File: config.mk
export PLATFORM = sky130hd
export DESIGN_NAME = clkdiv_sel_ctrl
export DESIGN_NICKNAME = d
export VERILOG_FILES = /design/src/rtl/clkdiv_ctrl_pkg.sv /design/src/rtl/clkdiv_rr_arb.sv /design/src/rtl/clkdiv_sel_ctrl.sv
export SDC_FILE = /design/constraint.sdc
export NUM_CORES = 1
export LEC_CHECK = 0
export CAP_MARGIN = 25
export CORE_ASPECT_RATIO = 1.5
export CORE_UTILIZATION = 45
export CTS_CLUSTER_SIZE = 40
export DETAILED_ROUTE_END_ITERATION = 12
export PLACE_DENSITY = 0.68
export SYNTH_ARGS = -nofsm -noshare
export SYNTH_HDL_FRONTEND = slang
export SYNTH_SLANG_ARGS = --single-unit
File: constraint.sdc
create_clock -name Clock_in -period 2.96 [get_ports Clock_in]
set_input_delay 0.592 -clock Clock_in [delete_from_list [all_inputs] [get_ports Clock_in]]
set_output_delay 0.592 -clock Clock_in [all_outputs]
set_load 0.05 [all_outputs]
File: src/rtl/clkdiv_ctrl_pkg.sv
// Shared types and constants for the clock-divider select controller.
package clkdiv_ctrl_pkg;

  typedef enum logic [2:0] {
    ST_INIT,
    ST_IDLE,
    ST_WAIT_LOW,
    ST_DRESET,
    ST_OWNED
  } state_e;

  localparam logic [1:0] SEL_DIV2  = 2'b00;
  localparam logic [1:0] SEL_DIV4  = 2'b01;
  localparam logic [1:0] SEL_DIV8  = 2'b10;
  localparam logic [1:0] SEL_DIV16 = 2'b11;

  localparam logic REQ_A = 1'b0;
  localparam logic REQ_B = 1'b1;

endpackage

File: src/rtl/clkdiv_rr_arb.sv
// Two-way round-robin arbiter: combinational winner, registered priority pointer.
module clkdiv_rr_arb
  import clkdiv_ctrl_pkg::*;
(
  input  logic clk,
  input  logic rst_n,
  input  logic req_a,
  input  logic req_b,
  input  logic advance,
  input  logic owner,
  output logic winner
);

  logic ptr_q, ptr_d;

  // On release or preemption, priority passes to the requester that did not own.
  always_comb begin
    ptr_d = ptr_q;
    if (advance) ptr_d = ~owner;
  end

  always_ff @(posedge clk) begin
    if (!rst_n) ptr_q <= REQ_A;
    else        ptr_q <= ptr_d;
  end

  always_comb begin
    winner = ptr_q;
    if (req_a && !req_b)      winner = REQ_A;
    else if (req_b && !req_a) winner = REQ_B;
  end

endmodule

File: src/rtl/clkdiv_sel_ctrl.sv
// Arbitrates two requesters onto one clock divider and switches its ratio glitch-free.
// Optional PREEMPT_EN: owner is preempted after MAX_HOLD cycles of a waiting rival.
module clkdiv_sel_ctrl
  import clkdiv_ctrl_pkg::*;
#(
  parameter int RST_CYCLES   = 2,
  parameter int WAIT_TIMEOUT = 16,
  parameter int MAX_HOLD     = 64
) (
  input  logic       Clock_in,
  input  logic       Reset,
  input  logic       Req_a,
  input  logic [1:0] Sel_a,
  input  logic       Req_b,
  input  logic [1:0] Sel_b,
  input  logic       Div_clk,
  output logic       Gnt_a,
  output logic       Gnt_b,
  output logic [1:0] Div_sel,
  output logic       Div_reset,
  output logic       Busy
);

  if (RST_CYCLES < 1 || WAIT_TIMEOUT < 1 || MAX_HOLD < 1) begin : g_bad_param
    $error("clkdiv_sel_ctrl: RST_CYCLES, WAIT_TIMEOUT and MAX_HOLD must be >= 1");
  end

  localparam int CNT_MAX = (WAIT_TIMEOUT > RST_CYCLES) ? WAIT_TIMEOUT : RST_CYCLES;
  localparam int CW      = $clog2(CNT_MAX + 1);
  localparam logic [CW-1:0] WAIT_LAST = CW'(WAIT_TIMEOUT - 1);
  localparam logic [CW-1:0] RST_LAST  = CW'(RST_CYCLES - 1);

  // Req/Gnt: a requester raises Req and holds it; Gnt rises once the divider runs
  // at its ratio, and falls the edge after Req is sampled low.
  state_e        state_q, state_d;
  logic [1:0]    div_sel_q, div_sel_d;
  logic [1:0]    tgt_sel_q, tgt_sel_d;
  logic          div_reset_q, div_reset_d;
  logic          busy_q, busy_d;
  logic          gnt_a_q, gnt_a_d;
  logic          gnt_b_q, gnt_b_d;
  logic          owner_q, owner_d;
  logic          low_seen_q, low_seen_d;
  logic [CW-1:0] seq_cnt_q, seq_cnt_d;
  logic          winner, advance;
  logic          req_own, req_oth;

`ifdef PREEMPT_EN
  localparam int HCW = $clog2(MAX_HOLD + 1);
  localparam logic [HCW-1:0] HOLD_LAST = HCW'(MAX_HOLD - 1);
  logic [HCW-1:0] own_cnt_q, own_cnt_d;
`endif

  clkdiv_rr_arb u_arb (
    .clk     (Clock_in),
    .rst_n   (Reset),
    .req_a   (Req_a),
    .req_b   (Req_b),
    .advance (advance),
    .owner   (owner_q),
    .winner  (winner)
  );

  assign req_own = (owner_q == REQ_B) ? Req_b : Req_a;
  assign req_oth = (owner_q == REQ_B) ? Req_a : Req_b;

  always_comb begin
    state_d     = state_q;
    div_sel_d   = div_sel_q;
    tgt_sel_d   = tgt_sel_q;
    div_reset_d = div_reset_q;
    busy_d      = busy_q;
    gnt_a_d     = gnt_a_q;
    gnt_b_d     = gnt_b_q;
    owner_d     = owner_q;
    low_seen_d  = 1'b0;
    seq_cnt_d   = '0;
    advance     = 1'b0;
`ifdef PREEMPT_EN
    own_cnt_d   = '0;
`endif
    unique case (state_q)
      ST_INIT: begin
        state_d     = ST_IDLE;
        div_reset_d = 1'b0;
        busy_d      = 1'b0;
      end
      ST_IDLE: begin
        if (Req_a || Req_b) begin
          owner_d   = winner;
          tgt_sel_d = (winner == REQ_B) ? Sel_b : Sel_a;
          if (tgt_sel_d == div_sel_q) begin
            state_d = ST_OWNED;
          end else begin
            state_d = ST_WAIT_LOW;
            busy_d  = 1'b1;
          end
        end
      end
      ST_WAIT_LOW: begin
        // Div_clk is only trusted once registered; a low seen here is acted on next edge.
        low_seen_d = low_seen_q | ~Div_clk;
        seq_cnt_d  = seq_cnt_q + 1'b1;
        if (low_seen_q || seq_cnt_q == WAIT_LAST) begin
          state_d     = ST_DRESET;
          div_reset_d = 1'b1;
          div_sel_d   = tgt_sel_q;
          seq_cnt_d   = '0;
        end
      end
      ST_DRESET: begin
        seq_cnt_d = seq_cnt_q + 1'b1;
        if (seq_cnt_q == RST_LAST) begin
          div_reset_d = 1'b0;
          busy_d      = 1'b0;
          seq_cnt_d   = '0;
          if (req_own) begin
            state_d = ST_OWNED;
            gnt_a_d = (owner_q == REQ_A);
            gnt_b_d = (owner_q == REQ_B);
          end else begin
            state_d = ST_IDLE;
          end
        end
      end
      ST_OWNED: begin
        if (!(gnt_a_q || gnt_b_q)) begin
          if (req_own) begin
            gnt_a_d = (owner_q == REQ_A);
            gnt_b_d = (owner_q == REQ_B);
          end else begin
            state_d = ST_IDLE;
          end
        end else if (!req_own) begin
          gnt_a_d = 1'b0;
          gnt_b_d = 1'b0;
          state_d = ST_IDLE;
          advance = 1'b1;
        end
`ifdef PREEMPT_EN
        else if (req_oth) begin
          own_cnt_d = own_cnt_q + 1'b1;
          if (own_cnt_q == HOLD_LAST) begin
            gnt_a_d   = 1'b0;
            gnt_b_d   = 1'b0;
            state_d   = ST_IDLE;
            advance   = 1'b1;
            own_cnt_d = '0;
          end
        end
`endif
      end
      default: state_d = ST_INIT;
    endcase
  end

  always_ff @(posedge Clock_in) begin
    if (!Reset) begin
      state_q     <= ST_INIT;
      div_sel_q   <= SEL_DIV2;
      tgt_sel_q   <= SEL_DIV2;
      div_reset_q <= 1'b1;
      busy_q      <= 1'b1;
      gnt_a_q     <= 1'b0;
      gnt_b_q     <= 1'b0;
      owner_q     <= REQ_A;
      low_seen_q  <= 1'b0;
      seq_cnt_q   <= '0;
    end else begin
      state_q     <= state_d;
      div_sel_q   <= div_sel_d;
      tgt_sel_q   <= tgt_sel_d;
      div_reset_q <= div_reset_d;
      busy_q      <= busy_d;
      gnt_a_q     <= gnt_a_d;
      gnt_b_q     <= gnt_b_d;
      owner_q     <= owner_d;
      low_seen_q  <= low_seen_d;
      seq_cnt_q   <= seq_cnt_d;
    end
  end

`ifdef PREEMPT_EN
  always_ff @(posedge Clock_in) begin
    if (!Reset) own_cnt_q <= '0;
    else        own_cnt_q <= own_cnt_d;
  end
`else
  wire unused_oth = req_oth;
`endif

  assign Gnt_a     = gnt_a_q;
  assign Gnt_b     = gnt_b_q;
  assign Div_sel   = div_sel_q;
  assign Div_reset = div_reset_q;
  assign Busy      = busy_q;

endmodule
==> flow_summary_export.csv <==
group,metric,value,unit
timing,fin_setup_tns,0,ns
drt,wl_met3,103,um
logic_synthesis,synth_ff_type,"dfxtp_1",
floorplanning,row_count,20,
timing,hold_viol_final,0,
pwr,p_leak,0.458,nW
place,globalplace.congestion,0.841,
cells_and_area,fin_util,0.580,
drt,wl_met2,1.14,mm
cells_and_area,final_layout_size_suffix_gt1_frac,0.104,
place,portBuffers,14,
drt,routed.top_layer,"met4",
timing,layout_setup_ws,0.822,ns
pwr,peakVddDrop,304,uV
grt,antenna_found_initial,0,
floorplanning,die_height,60.8,um
min_path,hold_path.class,"flop to flop",
grt,gr-total-overflow,0,
critical_path,endpoint_kind,"output port",
logic_synthesis,synth.most_common_cell,"nor2_1",
clock_network,cts-buffers-inserted,3,
floorplanning,die_area,0.00250,mm^2
timing,rsz0062_at_grt,"false",
floorplanning,die_w,41.2,um
drt,drc,0,
drt,wl,2.19,mm
critical_path,critPathMaxFanout,4,
logic_synthesis,synth_compound_area_frac,0.188,
drt,viasPerCell,5.85,
logic_synthesis,synthMuxAreaShare,0.0688,
logic_synthesis,synth_area_leader_cell,"dfxtp_1",
min_path,min_path_cells,1,
clock_network,clk_latency,0.32,ns
place,dp.final_hpwl,1.71,mm
logic_synthesis,synth_top_family_by_area,"simple AND/OR/NAND/NOR gates",
logic_synthesis,synth-simple-area-share,0.283,
grt,grt_max_degree,12,
timing,finalSetupViolCount,0,
place,post-place-ws,0.545,ns
logic_synthesis,syn_area,0.00104,mm^2
cells_and_area,fin_area,0.00122,mm^2
grt,grt_pass1_vias,827,
floorplanning,fp.coreArea,0.00210,mm^2
clock_network,cts_hold_buf,0,
clock_network,cts.sink_count,19,
pwr,power,0.000723,W
clock_network,cts_buffer_depth,2,
timing,max_freq,468,MHz
run,drv_cap,0,
cells_and_area,n_fill_cell,204,
grt,grt_usage,0.200,
timing,final.min_clock_period,2.14,ns
cells_and_area,regArea,380,um^2
logic_synthesis,synth_cells,119,
timing,finalCritPeriodShare,0.722,
critical_path,worst_ep_required_time,2.37,ns
clock_network,cts_tree,"built",
timing,worst_pin_slew,0.525,ns
drt,dr.pass1.iters,5,
grt,grt_pass1_wl,3.38,mm
critical_path,cp_num_buf_inv,1,
logic_synthesis,syn_avg_cell_area,8.71,um^2
critical_path,r2r_cells,6,
critical_path,cp_slowest_cell,"clkdlybuf4s50_1",
clock_network,cts.clk_slew.worst_paths,0.11,ns
cells_and_area,num_antenna_cells,0,
clock_network,post_cts_buffers,0,
logic_synthesis,synthArstFlopShare,0,
drt,drt_iter0_markers,29,
logic_synthesis,synthTopCellsByCount,"23 x nor2_1, 19 x dfxtp_1, 6 x mux2i_1",
logic_synthesis,synthDominantCellAreaShare,0.367,
logic_synthesis,synthDistinctLibCells,44,
cells_and_area,area_delta_synth_final,17.8,%
critical_path,cp.arrival,1.55,ns
outcome,status,"finished, final reports clean",
floorplanning,num_io_pins,15,
floorplanning,initial_core_util,0.493,
critical_path,crit_chain,"clkdlybuf4s50_1",
logic_synthesis,ys_seq_area_frac,0.367,
drt,met1_length,880,um
critical_path,path_class,"flop to output port",
timing,drv_slew,0,
logic_synthesis,synthAdderAreaFrac,0.0362,
cells_and_area,nets,147,
logic_synthesis,synthTopCellsByArea,"dfxtp_1 37%, nor2_1 8.3%, mux2i_1 5.8%",
timing,skew,0.0100,ns
critical_path,cpPeakStageDelay,0.83,ns
pwr,power-per-cell-area,593,mW/mm^2
place,placed_area,0.00119,mm^2
logic_synthesis,synth_xor_area_frac,0.0169,
cells_and_area,multi_input_area,614,um^2
drt,vias,913,
logic_synthesis,ys_ff_latch,19,
critical_path,critical_path.top_delay_family,"buffers and inverters",
critical_path,cp_num_cells,1,
clock_network,cts_root_buf,"clkbuf_4",
clock_network,htreeDepth,1,
timing,relSlewSlack,0.647,
logic_synthesis,yosysWarnings,0,
logic_synthesis,syn-num-nets,131,
critical_path,start_kind,"flop",
drt,wl_per_cell,14.0,um
clock_network,cts_resized,0,
logic_synthesis,synth-edff-count,0,
drt,drt.antenna.violating_nets,0,
-- kinds of logic (layout without fill, tap and decap cells) --
| group | after synthesis | after routing |
|---|---|---|
| multiplexers | 7 | 7 |
| AND/OR/NAND/NOR | 52 | 52 |
| adder cells (fa/ha/maj) | 3 | 3 |
| flip-flops | 19 | 19 |
| AO/OA/AOI/OAI | 26 | 26 |
| buffers and inverters | 10 | 25 |
| XOR/XNOR | 2 | 2 |
-- where the power goes --
| group | switching [W] | leakage, nW | internal [W] | total [W] |
|---|---|---|---|---|
| Sequential | 0.0000391 | 0.155 | 0.000290 | 0.000329 |
| Clock | 0.0000916 | 0.0177 | 0.0000506 | 0.000142 |
| Combinational | 0.000148 | 0.286 | 0.000104 | 0.000251 |
-- area by class of cell --
cell class,instances,area share
multi-input combinational,90,0.504
timing repair buffer,15,0.121
tap,22,0.0226
sequential,19,0.312
clock buffer,3,0.0185
clock inverter,1,0.00410
inverter,6,0.0185
-- worst paths after layout --
path | startpoint | end | slack (ns)
setup / recovery | Div_sel[0]$_SDFFE_PN0P_ | Div_sel[0] | 0.82
hold / removal | seq_cnt_q[0]$_SDFF_PN0_ | seq_cnt_q[0]$_SDFF_PN0_ | 0.48
setup reg to reg | seq_cnt_q[0]$_SDFF_PN0_ | Gnt_a$_SDFFE_PN0P_ | 1.05
hold reg to reg | seq_cnt_q[0]$_SDFF_PN0_ | seq_cnt_q[0]$_SDFF_PN0_ | 0.48
-- metal layers --
metal	track usage	vias up
met5	0	-
met4	0.111	0
met3	0.0220	7
met2	0.357	31
met1	0.213	414
li1	-	461
-- sequential cells by signal, indices dropped and copies added (netlist names) --
name / cells
seq_cnt_q: 5
Gnt_b: 1
low_seen_q: 1
Div_sel: 2
tgt_sel_q: 2
owner_q: 1
Gnt_a: 1
state_q: 3
u_arb.ptr_q: 1
Div_reset: 1
Busy: 1
-- metrics by stage --
| stage | hold WS, ns | std cells |
|---|---|---|
| detailed placement | 0.455 | 152 |
| global placement | 0.450 | 152 |
| floorplan | 0.433 | 119 |
| global route | 0.497 | 156 |
| finish | 0.478 | 156 |
| CTS | 0.482 | 156 |
-- cell usage in the layout (no fill, tap or decap), types with 2 or more instances in the layout --
cell type,instances
o21ai_0,4
ha_1,3
and2_1,2
nand3b_1,2
and3_1,2
nand2_1,5
clkbuf_4,3
o2bb2ai_1,3
dfxtp_1,19
nor2_1,23
nand2b_1,3
clkdlybuf4s50_1,14
nor3_1,3
o21ai_1,2
a21oi_1,5
mux2i_1,6
inv_1,5
nand3_1,2
No activity file was read; power rests on OpenSTA's default activity.
